`config.mk`:
```
export PLATFORM = sky130hd
export DESIGN_NAME = fpcvt_round
export DESIGN_NICKNAME = d
export VERILOG_FILES = /design/src/rtl/fpcvt_pkg.sv /design/src/rtl/fpcvt_round_inc.sv /design/src/rtl/fpcvt_round.sv
export SDC_FILE = /design/constraint.sdc
export NUM_CORES = 1
export LEC_CHECK = 0
export ABC_AREA = 1
export BUFFER_PORTS_ARGS = -buffer_cell sky130_fd_sc_hd__buf_2
export CAP_MARGIN = 20
export CORE_MARGIN = 3
export CORE_UTILIZATION = 42
export CTS_BUF_LIST = sky130_fd_sc_hd__clkbuf_16
export DETAILED_ROUTE_END_ITERATION = 10
export GPL_ROUTABILITY_DRIVEN = 0
export GPL_TIMING_DRIVEN = 0
export SLEW_MARGIN = 25
export SYNTH_ARGS = -nofsm -noshare
export SYNTH_HDL_FRONTEND = slang
export SYNTH_SLANG_ARGS = --single-unit
```
`constraint.sdc`:
```
create_clock -name clk -period 1.6 [get_ports clk]
set_input_delay 0.24 -clock clk [delete_from_list [all_inputs] [get_ports clk]]
set_output_delay 0.24 -clock clk [all_outputs]
set_load 0.01 [all_outputs]
```
`src/rtl/fpcvt_pkg.sv`:
```
// ============================================================================
// fpcvt_pkg : shared widths, FSM state and result types for fpcvt_round
// Revision  : 1.0 - initial release
// ============================================================================
`default_nettype none

package fpcvt_pkg;

  localparam int MAG_W   = 11;
  localparam int EXP_W   = 3;
  localparam int SIG_W   = 4;
  localparam int EXP_MAX = (1 << EXP_W) - 1;

  localparam logic [SIG_W-1:0] SIG_MAX    = {SIG_W{1'b1}};
  localparam logic [SIG_W-1:0] SIG_RENORM = {1'b1, {(SIG_W-1){1'b0}}};

  typedef enum logic [1:0] {
    IDLE  = 2'd0,
    SHIFT = 2'd1,
    ROUND = 2'd2,
    DONE  = 2'd3
  } fpcvt_state_t;

  typedef struct packed {
    logic             sign;
    logic [EXP_W-1:0] exp;
    logic [SIG_W-1:0] sig;
  } fpcvt_res_t;

endpackage

`default_nettype wire

```
`src/rtl/fpcvt_round_inc.sv`:
```
// ============================================================================
// fpcvt_round_inc : combinational round-half-up of {f, rbit, exp} -> {sig, exp}
// Build option    : FPCVT_ROUND_EN selects rounding; otherwise truncation.
// Revision        : 1.0 - initial release
// ============================================================================
`default_nettype none

module fpcvt_round_inc
  import fpcvt_pkg::*;
(
  input  logic [SIG_W-1:0] f,
  input  logic             rbit,
  input  logic [EXP_W-1:0] exp_in,
  output logic [SIG_W-1:0] sig,
  output logic [EXP_W-1:0] exp_out
);

`ifdef FPCVT_ROUND_EN
  always_comb begin
    sig     = f;
    exp_out = exp_in;
    if (rbit) begin
      if (f != SIG_MAX) begin
        sig = f + SIG_W'(1);
      end else if (exp_in != EXP_W'(EXP_MAX)) begin
        // 1111 + 1 carries out: renormalise to 1000 one exponent higher
        sig     = SIG_RENORM;
        exp_out = exp_in + EXP_W'(1);
      end
      // f == max at max exponent keeps {max, max}: saturation
    end
  end
`else
  logic unused_rbit;
  assign unused_rbit = rbit;
  assign sig         = f;
  assign exp_out     = exp_in;
`endif

endmodule

`default_nettype wire

```
`src/rtl/fpcvt_round.sv`:
```
// ============================================================================
// fpcvt_round : serial right-shift of the magnitude by E, then round to SIG_W
// Build option: FPCVT_ROUND_EN enables round-half-up (default: truncate).
// Revision    : 1.0 - initial release
// ============================================================================
`default_nettype none

module fpcvt_round
  import fpcvt_pkg::*;
(
  input  logic             clk,
  input  logic             rst,
  input  logic             in_valid,
  output logic             in_ready,
  input  logic             in_sign,
  input  logic [MAG_W-1:0] in_mag,
  input  logic [EXP_W-1:0] in_exp,
  output logic             out_valid,
  input  logic             out_ready,
  output logic             out_sign,
  output logic [EXP_W-1:0] out_exp,
  output logic [SIG_W-1:0] out_sig
);

  fpcvt_state_t     r_state;
  logic [MAG_W-1:0] r_sh;
  logic [EXP_W-1:0] r_cnt;
  logic [EXP_W-1:0] r_exp;
  logic             r_sign;
  logic             r_rbit;
  fpcvt_res_t       r_res;

  logic [SIG_W-1:0] w_sig;
  logic [EXP_W-1:0] w_exp;

  fpcvt_round_inc u_inc (
    .f       (r_sh[SIG_W-1:0]),
    .rbit    (r_rbit),
    .exp_in  (r_exp),
    .sig     (w_sig),
    .exp_out (w_exp)
  );

  always_ff @(posedge clk) begin
    if (rst) begin
      r_state   <= IDLE;
      in_ready  <= 1'b1;
      out_valid <= 1'b0;
      r_sh      <= '0;
      r_cnt     <= '0;
      r_exp     <= '0;
      r_sign    <= 1'b0;
      r_rbit    <= 1'b0;
      r_res     <= '0;
    end else begin
      case (r_state)
        IDLE: begin
          if (in_valid && in_ready) begin
            r_sh     <= in_mag;
            r_cnt    <= in_exp;
            r_exp    <= in_exp;
            r_sign   <= in_sign;
            r_rbit   <= 1'b0;
            in_ready <= 1'b0;
            r_state  <= (in_exp != '0) ? SHIFT : ROUND;
          end
        end
        SHIFT: begin
          // the last bit shifted out becomes the round bit
          r_rbit <= r_sh[0];
          r_sh   <= r_sh >> 1;
          r_cnt  <= r_cnt - EXP_W'(1);
          if (r_cnt == EXP_W'(1)) begin
            r_state <= ROUND;
          end
        end
        ROUND: begin
          r_res.sign <= r_sign;
          r_res.exp  <= w_exp;
          r_res.sig  <= w_sig;
          out_valid  <= 1'b1;
          r_state    <= DONE;
        end
        DONE: begin
          if (out_ready) begin
            out_valid <= 1'b0;
            in_ready  <= 1'b1;
            r_state   <= IDLE;
          end
        end
        default: begin
          out_valid <= 1'b0;
          in_ready  <= 1'b1;
          r_state   <= IDLE;
        end
      endcase
    end
  end

  assign out_sign = r_res.sign;
  assign out_exp  = r_res.exp;
  assign out_sig  = r_res.sig;

endmodule

`default_nettype wire

```
==> results of run 1 <==
[where the power goes]
part | total (W) | switching [W] | internal (W)
Sequential | 0.00122 | 0.000162 | 0.00105
Clock | 0.000867 | 0.000307 | 0.000560
Combinational | 0.00126 | 0.000785 | 0.000473
Total | 0.00334 | 0.00125 | 0.00209
[worst max path at each step]
stage	end	startpoint	cells after the start	slack [ns]
after floorplan	r_cnt[0]$_SDFFE_PP0P_	r_state[0]$_SDFFE_PP0P_	9	0.32
after global placement	r_sh[7]$_SDFFE_PP0P_	r_state[0]$_SDFFE_PP0P_	8	0.17
after detailed placement	r_sh[1]$_SDFFE_PP0P_	r_state[0]$_SDFFE_PP0P_	8	0.14
after CTS	r_sh[1]$_SDFFE_PP0P_	r_state[0]$_SDFFE_PP0P_	8	0.13
after global routing	r_cnt[0]$_SDFFE_PP0P_	r_state[0]$_SDFFE_PP0P_	7	0.005
final	r_sh[9]$_SDFFE_PP0P_	r_state[0]$_SDFFE_PP0P_	8	0.14
[cell usage in the layout (no fill, tap or decap), types with 2 or more instances in the layout]
| cell type | count |
|---|---|
| nand2_1 | 49 |
| nor2_1 | 40 |
| buf_2 | 31 |
| o21ai_0 | 30 |
| dfxtp_1 | 30 |
| inv_1 | 17 |
| a21oi_1 | 11 |
| ha_1 | 7 |
| nand3_1 | 5 |
| clkbuf_16 | 5 |
| inv_2 | 2 |
| buf_6 | 2 |
[layout make-up]
type / count / area (um2) / area share [%]
Inverter: 18 / 67.6 / 3.88
Timing Repair Buffer: 28 / 140 / 8.05
Multi-Input combinational cell: 145 / 687 / 39.4
Tap cell: 44 / 55.1 / 3.16
Clock buffer: 5 / 125 / 7.18
Clock inverter: 3 / 12.5 / 0.718
Buffer: 8 / 53.8 / 3.09
Sequential cell: 30 / 601 / 34.5
[routing by layer]
| metal | up-vias | share of wire, % |
|---|---|---|
| li1 | 701 | - |
| met1 | 608 | 45 |
| met2 | 29 | 49 |
| met3 | 7 | 4.8 |
| met4 | 0 | 2.0 |
| met5 | - | 0 |
[cells by family after synthesis]
kind of cell	Yosys count	synth area share, %
AOI/OAI and AO/OA	41	14.6
adders and majority gates	7	6.22
buffers and inverters	26	8.61
DFF	30	42.6
and+or+nand+nor	97	28.0
[per-stage QoR]
stage / cell area, um2 / power (W) / hold WS [ns] / instances / setup WS [ns]
after detailed placement: 1600 / 0.00248 / 0.424 / 273 / 0.140
after global placement: 1600 / 0.00242 / 0.417 / 273 / 0.167
after CTS: 1740 / 0.00337 / 0.136 / 281 / 0.133
final: 1740 / 0.00334 / 0.142 / 281 / 0.137
after floorplan: 1410 / 0.00213 / 0.309 / 201 / 0.315
after global routing: 1740 / 0.00362 / 0.143 / 281 / 0.00510
[registers in the layout (all words and copies together) (netlist names)]
| signal | count |
|---|---|
| r_sh | 11 |
| in_ready | 1 |
| out_valid | 1 |
| r_cnt | 3 |
| r_state | 2 |
| r_exp | 3 |
| out_sign | 1 |
| r_sign | 1 |
| out_exp | 3 |
| out_sig | 4 |
==> impl_metrics.tcl, run 1 <==
set metrics [dict create \
    status "finished, final reports clean" \
    layout_worst_path_cycle_share_pct 91.4 \
    yosysSeqAreaShare_pct 42.6 \
    cts_sinks 30 \
    r2r_slack_ns 0.14 \
    syn_area_per_cell_um2 7.01 \
    ys_types 17 \
    crit_path_max_incr_delay_ns 0.32 \
    cts.repair.resized 0 \
    utilization_pct 55.7 \
    cts_buffers 5 \
    postRouteWirelength_um 3130 \
    drive_gt1_share_pct 19.4 \
    ios 29 \
    grtUsageMet2_pct 29.3 \
    area_growth_pct 23.6 \
    syn_nets 227 \
    syn_inst 201 \
    finalSetupTns_ns 0 \
    viasPerCell 4.79 \
    grt_usage_pct 17.1 \
    grt_busiest_layer "met2" \
    p_leak_nw 0.896 \
    relSlewSlack_pct 73.3 \
    nets 262 \
    cts_buffer_depth 2 \
    yosys-top-cells-count "nand2_1 (49), nor2_1 (40), dfxtp_1 (30), o21ai_0 (30), inv_1 (16)" \
    hold_class "primary input to register" \
    netlist.area_leader.share_pct 42.6 \
    first_pass_iters 4 \
    critPathArrivalTime_ns 1.63 \
    antenna_found_initial 0 \
    die_area_um2 4090 \
    rsz0062_at_grt "no" \
    rr_endpoint "r_sh[9]$_SDFFE_PP0P_" \
    worstMarginPinSlew_ns 0.400 \
    synthTopCellsByArea "dfxtp_1 (43%), nand2_1 (13%), nor2_1 (11%), o21ai_0 (11%), ha_1 (6.2%)" \
    drv_cap 0 \
    num_antenna_cells 0 \
    start_util_pct 45.0 \
    wl_per_cell_um 11.1 \
    grt_pass1_vias 1341 \
    grtUsageMet1_pct 19.1 \
    crit_type "register to register" \
    hold_viol_final 0 \
    path_common_cell "nor2_1" \
    cp.required_ns 1.77 \
    cts_hold_buf 0 \
    ys_seq_elements 30 \
    reg2reg_from "r_state[0]$_SDFFE_PP0P_" \
    syn_area_um2 1410 \
    drc 0 \
    port_buffers 28 \
    critPathLaunchType "register" \
    grtUsageMet3_pct 5.10 \
    holdPathStages 2 \
    rows 20 \
    vias 1345 \
    p_per_area_nw_per_um2 1920 \
    die_w_um 63.9 \
    nFillCells 331 \
    cts_root_buf "clkbuf_16" \
    hp-start "rst" \
    fin_crit_ns 1.46 \
    hpwl_um 2330 \
    grt_max_degree 11 \
    h-tree-depth 2 \
    clk_latency_ns 0.27 \
    cp_cell_sequence "inv_1, ha_1, nand3_4, nand2_4, inv_2, buf_6, nor2_1, nor2_1" \
    synth.most_common_cell "nand2_1" \
    r2r_cells 8 \
    fp.coreArea_um2 3130 \
    drv_slew 0 \
    fmax_mhz 684 \
    crit_family "simple AND/OR/NAND/NOR gates" \
    ir_drop_uv 786 \
    antenna_left 0 \
    slowest_stage "dfxtp_1" \
    skew_ns 0.00470 \
    drt_iter0_markers 59 \
    ys.warnings.count 0 \
    die_height_um 63.9 \
    path_buf_inv 3 \
    async_flop_share_pct 0 \
    grt_pass1_wl_um 5470 \
    synth_largest_area_cell "dfxtp_1" \
    post-cts-setup-buffers 0 \
    setup_viol 0 \
    path_clk_slew_ns 0.05 \
    worstPathMaxFanout 10 \
    synth_edf_count 0 \
    holdPathEnd "r_sh[10]$_SDFFE_PP0P_" \
    cp-end-kind "register" \
    grt.overflow.total 0 \
    ys.flop_type "dfxtp_1" \
    cts_tree "built" \
]
(Power assumes the default switching activity.)
==> run 2: changes to the inputs <==
CORE_UTILIZATION = 50   (was 42)
PLACE_DENSITY = 0.82   (was not set)
==> impl_metrics.tcl, run 2 (synthesis gave the netlist of run 1 again) <==
set metrics [dict create \
    vias 1326 \
    crit_path_max_incr_delay_ns 0.32 \
    cp.required_ns 1.75 \
    h-tree-depth 2 \
    power.net_switching_w 0.00126 \
    slowest_stage "dfxtp_1" \
    first_pass_iters 4 \
    drive_gt1_share_pct 19.8 \
    die_w_um 59.1 \
    ios 29 \
    drt_iter0_markers 61 \
    layout_worst_path_cycle_share_pct 91.7 \
    cp_cell_sequence "inv_1, ha_2, nand3_4, nand2_4, inv_2, buf_6, nor2_1, nor2_1" \
    grt_usage_pct 19.2 \
    utilization_pct 67.3 \
    skew_ns 0.00612 \
    hpwl_um 2120 \
    p_comb_share_pct 37.7 \
    seqPwrFrac_pct 36.4 \
    drv_cap 0 \
    cp-end-kind "register" \
    cts_tree "built" \
    path_clk_slew_ns 0.05 \
    fin_crit_ns 1.47 \
    fp.coreArea_um2 2570 \
    path_common_cell "nor2_1" \
    worstMarginPinSlew_ns 0.422 \
    antenna_left 0 \
    hold_class "primary input to register" \
    hold_viol_final 0 \
    p_clk_share_pct 26.0 \
    postRouteWirelength_um 3070 \
    nFillCells 227 \
    die_height_um 59.1 \
    rows 18 \
    status "finished, final reports clean" \
    whs_ns 0.157 \
    top_register "r_sh" \
    setup_viol 0 \
    nets 262 \
    largest_reg_flops 11 \
    ir_drop_uv 1280 \
    swShare_pct 37.5 \
    worstPathMaxFanout 10 \
    grt.overflow.total 0 \
    area_growth_pct 22.6 \
    die_area_um2 3490 \
    cts_hold_buf 0 \
    grt_max_degree 11 \
    cts_buffer_depth 2 \
    p_int_w 0.00209 \
    rsz0062_at_grt "no" \
    drc 0 \
    placed_cell_area_um2 1590 \
    p_leak_nw 0.895 \
    start_util_pct 54.9 \
    p_per_area_nw_per_um2 1940 \
    grt_pass1_wl_um 5000 \
    mostFrequentLayoutCell "nand2_1" \
    final_cell_mix "nand2_1 (49), nor2_1 (40), buf_2 (31)" \
    finalSetupTns_ns 0 \
    crit_type "register to register" \
    fmax_mhz 681 \
    final_area_um2 1730 \
    grt_pass1_vias 1244 \
    viasPerCell 4.97 \
    critPathLaunchType "register" \
    wl_per_cell_um 11.5 \
    antenna_found_initial 0 \
    relSlewSlack_pct 71.8 \
    critPathArrivalTime_ns 1.62 \
    cts_sinks 30 \
    cts_root_buf "clkbuf_16" \
    num_antenna_cells 0 \
    drv_slew 0 \
    clk_latency_ns 0.27 \
    cts_buffers 5 \
    port_buffers 28 \
    post-cts-setup-buffers 0 \
]
-- run 2: power groups by stage --
| stage | Combinational [W] | Sequential (W) | Clock (W) |
|---|---|---|---|
| after global routing | 0.00147 | 0.00125 | 0.000898 |
| after detailed placement | 0.00124 | 0.00123 | 0 |
| after CTS | 0.00126 | 0.00122 | 0.000880 |
| after global placement | 0.00121 | 0.00121 | 0 |
| final | 0.00126 | 0.00122 | 0.000870 |
| after floorplan | 0.000893 | 0.00124 | 0 |
-- run 2: per-stage QoR --
stage / instances / power (W) / setup slack, ns
2_1_floorplan: 201 / 0.00213 / 0.315
3_3_place_gp: 259 / 0.00242 / 0.162
3_5_place_dp: 259 / 0.00247 / 0.166
4_1_cts: 267 / 0.00336 / 0.0948
5_1_grt: 267 / 0.00362 / 0.0173
6_report: 267 / 0.00335 / 0.132
-- run 2: routing by layer --
metal | global-route usage (%) | up-vias | wire length, um
met3 | 4.58 | 10 | 203
met2 | 30.8 | 37 | 1400
met1 | 22.8 | 579 | 1370
met4 | 12.3 | 0 | 100
met5 | 0 | - | 0
li1 | - | 700 | -
-- run 2: final timing paths --
kind | start | depth (start not counted) | slack, ns | endpoint
max reg2reg | r_state[0]$_SDFFE_PP0P_ | 8 | 0.13 | r_sh[6]$_SDFFE_PP0P_
min | rst | 2 | 0.16 | r_sh[10]$_SDFFE_PP0P_
min reg2reg | r_sign$_SDFFE_PP0P_ | 2 | 0.45 | r_sign$_SDFFE_PP0P_
max | r_state[0]$_SDFFE_PP0P_ | 8 | 0.13 | r_sh[6]$_SDFFE_PP0P_
-- run 2: final cells by class --
class	count	area [um2]	share of cell area, %
multi-input cells	145	689	39.9
flip-flops and latches	30	601	34.8
repair buffers	28	140	8.12
clock buffers	5	125	7.25
inverters	18	67.6	3.91
plain buffers	8	53.8	3.12
well taps	30	37.5	2.17
clock inverters	3	12.5	0.725
-- run 2: repair_timing --
| action | in CTS | in global routing |
|---|---|---|
| endpoints found under the setup margin | 0 | 1 |
| resized for setup | 0 | 1 |
| hold endpoints to repair | 0 | 0 |
-- run 2: worst max-delay path, delay by kind of cell (launching register included) --
kind | cells | cell delay [ns]
DFF | 1 | 0.32
and+or+nand+nor | 4 | 0.46
buffers and inverters | 3 | 0.33
adders and majority gates | 1 | 0.24
==> run 3: changes to the inputs <==
--- a/config.mk
+++ b/config.mk
@@ -6,5 +6,4 @@
 export NUM_CORES = 1
 export LEC_CHECK = 0
-export ABC_AREA = 1
 export BUFFER_PORTS_ARGS = -buffer_cell sky130_fd_sc_hd__buf_2
 export CAP_MARGIN = 20
@@ -15,5 +14,5 @@
 export GPL_ROUTABILITY_DRIVEN = 0
 export GPL_TIMING_DRIVEN = 0
-export PLACE_DENSITY = 0.82
+export PLACE_DENSITY = 0.81
 export SLEW_MARGIN = 25
 export SYNTH_ARGS = -nofsm -noshare
==> constraint.sdc (replaced) <==
create_clock -name clk -period 1.6 [get_ports clk]
set_input_delay 0.48 -clock clk [delete_from_list [all_inputs] [get_ports clk]]
set_output_delay 0.48 -clock clk [all_outputs]
set_load 0.01 [all_outputs]
==> impl_metrics.tcl, run 3 <==
set metrics [dict create \
    port_buffers 28 \
    p_int_w 0.00209 \
    ios 29 \
    netlist.area_leader.share_pct 40.7 \
    synthAdderAreaFrac_pct 5.94 \
    skew_ns 0.00218 \
    reg2reg_from "r_state[0]$_SDFFE_PP0P_" \
    clk_latency_ns 0.27 \
    cts_sinks 30 \
    p_clk_share_pct 27.9 \
    holdPathStages 2 \
    synth.most_common_cell "dfxtp_1" \
    die_area_um2 3640 \
    die_w_um 60.3 \
    postRouteWirelength_um 3570 \
    area_growth_pct 29.5 \
    final_cell_mix "buf_2 (30), dfxtp_1 (28), mux2i_1 (20)" \
    syn_area_um2 1470 \
    drv_cap 0 \
    cts_tree "built" \
    relSlewSlack_pct 60.4 \
    synthSimpleGateAreaFrac_pct 17.1 \
    ys.flop_type "dfxtp_1" \
    cts_buffer_depth 2 \
    num_antenna_cells 0 \
    cp-end-kind "register" \
    rr_endpoint "r_state[0]$_SDFFE_PP0P_" \
    synth_compound_area_share_pct 15.1 \
    drt-met1-wl_um 1510 \
    h-tree-depth 2 \
    fp.coreArea_um2 2780 \
    critPathLaunchType "register" \
    crit_end "r_state[0]$_SDFFE_PP0P_" \
    viasPerCell 5.54 \
    finalSetupTns_ns 0 \
    syn_area_per_cell_um2 9.45 \
    nFillCells 215 \
    die_height_um 60.3 \
    drc 0 \
    yosys-top-cells-count "dfxtp_1 (30), mux2i_1 (20), a21oi_1 (12), nand2_1 (12)" \
    power.net_switching_w 0.00107 \
    maxUsedRoutingLayer "met4" \
    p_per_area_nw_per_um2 1660 \
    seqPwrFrac_pct 33.4 \
    path_clk_slew_ns 0.05 \
    nets 220 \
    crit_start "r_state[0]$_SDFFE_PP0P_" \
    synth_xor_area_share_pct 0 \
    start_util_pct 53.0 \
    swShare_pct 33.9 \
    drv_slew 0 \
    wl_met2_um 1810 \
    worstPathMaxFanout 9 \
    rows 19 \
    synthTopCellsByArea "dfxtp_1 (41%), mux2i_1 (14%), ha_1 (5.9%), a21oi_1 (4.1%), nor3_1 (3.7%)" \
    async_flop_share_pct 0 \
    ys_types 31 \
    fin_crit_ns 1.54 \
    r2r_cells 6 \
    hold_class "register to register" \
    grt_pass1_vias 1221 \
    antenna_found_initial 0 \
    p_comb_share_pct 38.7 \
    synth_largest_area_cell "dfxtp_1" \
    place_ws_ns -0.161 \
    hpwl_um 2460 \
    r2r_slack_ns 0.06 \
    grt_usage_pct 21.7 \
    layout_worst_path_cycle_share_pct 96.5 \
    cts_root_buf "clkbuf_16" \
    critPathArrivalTime_ns 1.70 \
    synth_top_family_by_area "simple AND/OR/NAND/NOR gates" \
    synth_edf_count 0 \
    ir_drop_uv 1650 \
    cp.required_ns 1.76 \
    met3_length_um 184 \
    yosysSeqAreaShare_pct 40.7 \
    p_leak_nw 0.802 \
    synth.area.mux_share_pct 14.3 \
    drive_gt1_share_pct 33.8 \
    cts_hold_buf 0 \
    setup_viol 0 \
    mostFrequentLayoutCell "buf_2" \
    wl_per_cell_um 15.8 \
    grt_pass1_wl_um 5730 \
    syn_inst 156 \
    hold_viol_final 0 \
    first_pass_iters 4 \
    ys.warnings.count 0 \
    rsz0062_at_grt "yes" \
    syn_nets 182 \
    worstMarginPinSlew_ns 0.594 \
    largest_reg_flops 11 \
    grt_max_degree 11 \
    worst_slack_ns 0.0563 \
    grt.overflow.total 0 \
    fmax_mhz 648 \
    antenna_left 0 \
    vias 1251 \
    status "finished, final reports clean" \
    drt_iter0_markers 32 \
    crit_type "register to register" \
    ys_seq_elements 30 \
    top_register "r_sh" \
    cts_buffers 5 \
]
-- run 3: cell types whose count changed after synthesis, sizes merged, moves of 11 or more --
cell / delta
mux2i: +20
inv: -11
nand2: -38
o21ai: -29
nor3: +11
nor2: -29
-- run 3: stage by stage --
stage | cell area [um2] | hold WS (ns) | power, W | utilization, % | cells
floorplan | 1470 | 0.436 | 0.00182 | - | 156
global placement | 1650 | 0.443 | 0.00200 | 59.4 | 215
detailed placement | 1650 | 0.456 | 0.00206 | 59.4 | 215
CTS | 1830 | 0.464 | 0.00304 | 65.9 | 224
global route | 1910 | 0.490 | 0.00336 | 68.6 | 226
finish | 1910 | 0.461 | 0.00316 | 68.6 | 226
-- run 3: layout make-up --
| cell class | count | area, um2 | area share [%] |
|---|---|---|---|
| multi-input cells | 109 | 845 | 44.3 |
| flip-flops and latches | 30 | 606 | 31.7 |
| plain buffers | 10 | 88.8 | 4.66 |
| clock inverters | 3 | 16.3 | 0.852 |
| repair buffers | 31 | 163 | 8.52 |
| clock buffers | 5 | 125 | 6.56 |
| well taps | 31 | 38.8 | 2.03 |
| inverters | 7 | 26.3 | 1.38 |
-- run 3: worst max-delay path: stages (launching register included) --
cell and delay [ns]:
dfxtp_2 0.34, inv_2 0.06, ha_2 0.18, buf_6 0.13
a21boi_4 0.15, a221oi_4 0.24, mux2_4 0.33
-- run 3: timing repair --
action | CTS | global route
endpoints found under the hold margin | 0 | 0
pin swaps | 0 | 1
gates resized for setup | 10 | 12
buffers inserted | 1 | 2
setup endpoints to repair | 13 | 13
-- run 3: how the worst min path moves through the flow --
stage                                      from                    end  slack, ns
after floorplan           r_exp[0]$_SDFFE_PP0P_  r_exp[0]$_SDFFE_PP0P_       0.44
after global placement    r_exp[1]$_SDFFE_PP0P_  r_exp[1]$_SDFFE_PP0P_       0.44
after detailed placement  r_exp[1]$_SDFFE_PP0P_  r_exp[1]$_SDFFE_PP0P_       0.46
final                       r_sign$_SDFFE_PP0P_    r_sign$_SDFFE_PP0P_       0.46
after global routing                  in_exp[2]  r_exp[2]$_SDFFE_PP0P_       0.49
after CTS                 r_exp[2]$_SDFFE_PP0P_  r_exp[2]$_SDFFE_PP0P_       0.46
-- run 3: metal layers --
metal	global-route usage, %	up-vias
met4	6.65	0
met3	6.70	8
met1	26.8	587
met5	0	-
li1	-	625
met2	35.8	31
-- run 3: power groups by stage --
stage | logic, W | clock network (W) | registers (W)
after floorplan | 0.000799 | 0 | 0.00103
after global placement | 0.000960 | 0 | 0.00104
after detailed placement | 0.00102 | 0 | 0.00105
after CTS | 0.00109 | 0.000896 | 0.00105
after global routing | 0.00135 | 0.000936 | 0.00107
final | 0.00122 | 0.000882 | 0.00106
-- run 3: kinds of logic after synthesis --
group,count (synthesis)
AOI/OAI and AO/OA,30
adders and majority gates,7
buffers and inverters,17
DFF,30
muxes,21
and+or+nand+nor,51
